==> config.mk <==
export PLATFORM = sky130hd
export DESIGN_NAME = piso_word_serializer
export DESIGN_NICKNAME = d
export VERILOG_FILES = /design/src/rtl/piso_word_serializer_pkg.sv /design/src/rtl/piso_word_serializer_hold_reg.sv /design/src/rtl/piso_word_serializer.sv
export SDC_FILE = /design/constraint.sdc
export NUM_CORES = 1
export LEC_CHECK = 0
export CORE_MARGIN = 2
export CORE_UTILIZATION = 52
export DETAILED_ROUTE_END_ITERATION = 12
export GPL_TIMING_DRIVEN = 0
export PLACE_DENSITY = 0.81
export SYNTH_ARGS = -nofsm -noshare
export SYNTH_HDL_FRONTEND = slang
export SYNTH_SLANG_ARGS = --single-unit
export TNS_END_PERCENT = 10
==> constraint.sdc <==
create_clock -name clk -period 1.7 [get_ports clk]
set_input_delay 0.34 -clock clk [delete_from_list [all_inputs] [get_ports clk]]
set_output_delay 0.34 -clock clk [all_outputs]
set_load 0.02 [all_outputs]
==> src/rtl/piso_word_serializer_pkg.sv <==
// piso_word_serializer_pkg: shared state encoding and counter-width helper for the serializer
package piso_word_serializer_pkg;

    typedef enum logic {
        ST_IDLE  = 1'b0,
        ST_SHIFT = 1'b1
    } state_t;

    function automatic int clog2(input int n);
        int r;
        r = 0;
        for (int i = 0; i < 31; i++)
            if ((1 << i) < n)
                r = i + 1;
        return r;
    endfunction

endpackage

==> src/rtl/piso_word_serializer_hold_reg.sv <==
// serializer_hold_reg: one-word holding register with valid flag, write-enable and clear
module serializer_hold_reg #(
    parameter int WIDTH = 8
) (
    input  logic             clk,
    input  logic             rst,
    input  logic             we,
    input  logic             clr,
    input  logic [WIDTH-1:0] d,
    output logic [WIDTH-1:0] q,
    output logic             v
);

    always_ff @(posedge clk) begin
        if (rst) begin
            q <= '0;
            v <= 1'b0;
        end else if (we) begin
            q <= d;
            v <= 1'b1;
        end else if (clr) begin
            v <= 1'b0;
        end
    end

endmodule

==> src/rtl/piso_word_serializer.sv <==
// piso_word_serializer: parallel-in/serial-out word serializer with a one-word holding register
module piso_word_serializer
    import piso_word_serializer_pkg::*;
#(
    parameter int WIDTH     = 8,
    parameter bit MSB_FIRST = 1'b1
) (
    input  logic             clk,
    input  logic             rst,
    input  logic [WIDTH-1:0] din,
    input  logic             din_valid,
    output logic             din_ready,
    output logic             sout,
    output logic             sout_valid,
    output logic             frame_start,
    output logic             busy
);

    localparam int CW = clog2(WIDTH);

    state_t           state;
    logic [WIDTH-1:0] sreg;
    logic [WIDTH-1:0] shifted;
    logic [WIDTH-1:0] hold;
    logic [CW-1:0]    cnt;
    logic             hold_v;
    logic             xfer;
    logic             last;

    assign last      = cnt == CW'(WIDTH - 1);
    assign din_ready = state == ST_IDLE || !hold_v;
    assign xfer      = din_valid && din_ready;
    assign shifted   = MSB_FIRST ? {sreg[WIDTH-2:0], 1'b0} : {1'b0, sreg[WIDTH-1:1]};
    // sreg is zeroed when idle, so sout reads 0 whenever no word is in flight
    assign sout      = MSB_FIRST ? sreg[WIDTH-1] : sreg[0];

    serializer_hold_reg #(.WIDTH(WIDTH)) u_hold (
        .clk (clk),
        .rst (rst),
        .we  (xfer && state == ST_SHIFT && !last),
        .clr (state == ST_SHIFT && last && hold_v),
        .d   (din),
        .q   (hold),
        .v   (hold_v)
    );

    always_ff @(posedge clk) begin
        if (rst) begin
            state       <= ST_IDLE;
            sreg        <= '0;
            cnt         <= '0;
            sout_valid  <= 1'b0;
            frame_start <= 1'b0;
            busy        <= 1'b0;
        end else if (state == ST_IDLE) begin
            if (xfer) begin
                state       <= ST_SHIFT;
                sreg        <= din;
                cnt         <= '0;
                sout_valid  <= 1'b1;
                frame_start <= 1'b1;
                busy        <= 1'b1;
            end
        end else if (!last) begin
            sreg        <= shifted;
            cnt         <= cnt + 1'b1;
            frame_start <= 1'b0;
        end else if (hold_v) begin
            sreg        <= hold;
            cnt         <= '0;
            frame_start <= 1'b1;
        end else if (xfer) begin
            sreg        <= din;
            cnt         <= '0;
            frame_start <= 1'b1;
        end else begin
            state       <= ST_IDLE;
            sreg        <= '0;
            cnt         <= '0;
            sout_valid  <= 1'b0;
            frame_start <= 1'b0;
            busy        <= 1'b0;
        end
    end

endmodule
==> impl_metrics.py <==
metrics = {
    "min_path": {
        "holdPathStages": 2,
        "hold_path.class": "reg2reg",
    },
    "flow_run": {
        "drv_cap": 0,
    },
    "setup_path": {
        "reg2regPathDepth": 6,
        "slowest_stage": "clkdlybuf4s50_1",
        "cp-start-kind": "register",
        "required_ns": 1.36,
        "cp_max_fo": 3,
        "critPathTopFamily": "buffers and inverters",
        "path_cells": "clkdlybuf4s50_1",
        "worstPathArrival_ns": 1.29,
        "slowest_delay_ns": 0.61,
        "cp.depth": 1,
        "worstPathBufferInverterCount": 1,
        "path_class": "reg2out",
        "cp-end-kind": "output port",
    },
    "cts": {
        "cts-buffers-inserted": 3,
        "tritoncts": "yes",
        "clock_path_buffers": 2,
        "post-cts-setup-buffer-count": 0,
        "holdBufCountCts": 0,
        "clk_transition_reported_paths_ns": 0.12,
        "htree_num_levels": 1,
        "clk_latency_ns": 0.31,
        "clock-sinks": 23,
        "root_buffer": "clkbuf_4",
    },
    "die": {
        "die_y_um": 50.56,
        "start_util": 0.5631,
        "pin_count": 16,
        "core_um2": 2002,
        "floorplan.die.width_um": 50.56,
        "placementRows": 16,
        "die-area_um2": 2556,
    },
    "timing": {
        "worstMarginPinSlew_ns": 0.5262,
        "slew_headroom": 0.6492,
        "slew_violations": 0,
        "min_period_over_period": 0.9609,
        "setup_viol": 0,
        "period_minus_slack_ns": 1.634,
        "fmax_mhz": 612.2,
        "rsz0062_at_grt": "false",
        "finalClockSkew_ns": 0.003845,
        "finalHoldViolCount": 0,
    },
    "finish": {
        "syn2layout_area_growth_pct": 20.53,
        "seq_area_um2": 465.4,
        "multi_input_area_um2": 605.6,
        "drive_gt1_frac": 0.1348,
        "final_area_um2": 1359,
        "fillers": 168,
        "diodes": 0,
        "layout.cells.non_filler": 168,
        "layout.nets": 156,
    },
    "detailed_routing": {
        "wl_per_cell_um": 15.11,
        "drtPass1Iterations": 4,
        "vias_per_cell": 5.810,
        "vias": 976,
        "wirelength_um": 2539,
        "initialDrtViolationCount": 28,
        "ant_nets": 0,
        "drcViolationCount": 0,
        "met3WireLength_um": 118,
        "top_layer_used": "met4",
        "met1Wirelength_um": 1177,
        "route.met2.wl_um": 1180,
    },
    "global_route": {
        "grt_max_degree": 13,
        "track_usage": 0.2155,
        "grt_pass1_vias": 921,
        "grt_overflow": 0,
        "grt_pass1_wl_um": 4167,
        "antenna_found_initial": 0,
    },
    "synth": {
        "ys_warn_count": 0,
        "ys_seq_area_frac": 0.4084,
        "ys_ff_latch": 23,
        "ys.flop_type": "dfxtp_1",
        "async_reset_ff_frac": 0,
        "mappedNetlistArea_um2": 1127,
        "avgSynthCellArea_um2": 9.240,
        "ys_types": 30,
        "syn-num-nets": 136,
        "synth-edff-count": 0,
        "netlist_instances": 122,
    },
    "power": {
        "power-per-cell-area_nw_per_um2": 755.6,
        "p_leak_nw": 0.5101,
        "vdd_drop_max_v": 0.0005144,
        "fin_total_pwr_w": 0.001027,
    },
    "placement": {
        "portBuffers": 15,
        "place_area_um2": 1311,
        "place_congestion": 0.8123,
        "dp_hpwl_um": 1757,
        "placed_cells": 164,
    },
    "run_status": {
        "status": "complete, no violations",
    },
}
[layout make-up]
| cell class | count | area share |
|---|---|---|
| inverters | 2 | 0.005525 |
| clock buffers | 4 | 0.01934 |
| flip-flops and latches | 23 | 0.3425 |
| repair buffers | 15 | 0.1059 |
| multi-input cells | 87 | 0.4457 |
| well taps | 27 | 0.02486 |
| plain buffers | 10 | 0.05617 |
[cells by family (layout without fill, tap and decap cells)]
logic type / count (synthesis) / in the layout / synth area share
and+or+nand+nor: 43 / 43 / 0.2053
buffers and inverters: 12 / 31 / 0.07103
adders and majority gates: 3 / 3 / 0.03330
muxes: 11 / 11 / 0.09767
DFF: 23 / 23 / 0.4084
AOI/OAI and AO/OA: 30 / 30 / 0.1842
[registers in the layout (all words and copies together), names as in the netlist]
name         flops
cnt              3
state            1
u_hold.q         8
busy             1
u_hold.v         1
frame_start      1
sreg             8
[final timing paths]
path                            slack, ns           to         from
worst max-delay path                 0.07         busy         busy
worst min-delay path                 0.48  frame_start  frame_start
worst max register to register       0.13  u_hold.q[1]       cnt[0]
worst min register to register       0.48  frame_start  frame_start
[synth_stat cells (all sizes together) (2+ instances only)]
master | n | area [um^2]
o211ai | 4 | 30.03
o31ai | 3 | 22.52
dfxtp | 23 | 460.4
nand2 | 9 | 33.78
nor3b | 3 | 22.52
a31oi | 10 | 62.56
and3b | 4 | 35.03
nand3b | 3 | 22.52
nor2 | 16 | 62.56
a311o | 3 | 30.03
buf | 8 | 65.06
mux2i | 11 | 110.1
nor3 | 2 | 10.01
inv | 2 | 7.500
ha | 3 | 37.54
clkbuf | 2 | 7.510
nand2b | 2 | 12.51
a21oi | 6 | 30.03
[worst min-delay path, delay by kind of cell (launching register included)]
family | cells | cell delay [ns]
compound gates | 1 | 0.07
flops | 1 | 0.33
simple gates | 1 | 0.05
[cells in the final DEF (no fill, tap or decap), types with 2 or more instances in the layout]
cell type	count
a21oi_1	6
a311o_1	3
a31oi_1	10
and3b_1	4
buf_2	2
buf_4	4
buf_6	3
clkbuf_1	3
clkbuf_4	3
clkdlybuf4s50_1	13
dfxtp_1	21
mux2i_1	10
nand2_1	9
nand2b_1	2
nand3b_1	3
nor2_1	15
nor3_1	2
nor3b_1	3
o211ai_1	4
o31ai_1	3
[stage by stage]
step | setup slack [ns] | hold WS [ns] | util | TNS, ns
finish | 0.06643 | 0.4838 | 0.6788 | 0
global route | 0.01316 | 0.5068 | 0.6788 | 0
floorplan | 0.2142 | 0.4427 | - | 0
global placement | -0.01797 | 0.4596 | 0.6550 | -0.01797
detailed placement | -0.04154 | 0.4698 | 0.6550 | -0.04154
CTS | 0.004475 | 0.4874 | 0.6719 | 0
[routing by layer]
layer,track usage,vias to the layer above
met5,0,-
met3,0.02976,8
met4,0.08559,0
li1,-,486
met1,0.2761,454
met2,0.3640,28
[repair_timing]
item | in CTS | in global routing
endpoints found under the setup margin | 2 | 14
pin swaps | 0 | 1
resized for setup | 7 | 6
[power by group]
part / leakage, nW / internal [W] / total, W / switching, W
registers: 0.189 / 0.000569 / 0.000590 / 0.0000207
clock network: 0.0150 / 0.0000917 / 0.000255 / 0.000163
logic: 0.306 / 0.0000907 / 0.000182 / 0.0000914
No activity file was read; power rests on OpenSTA's default activity.
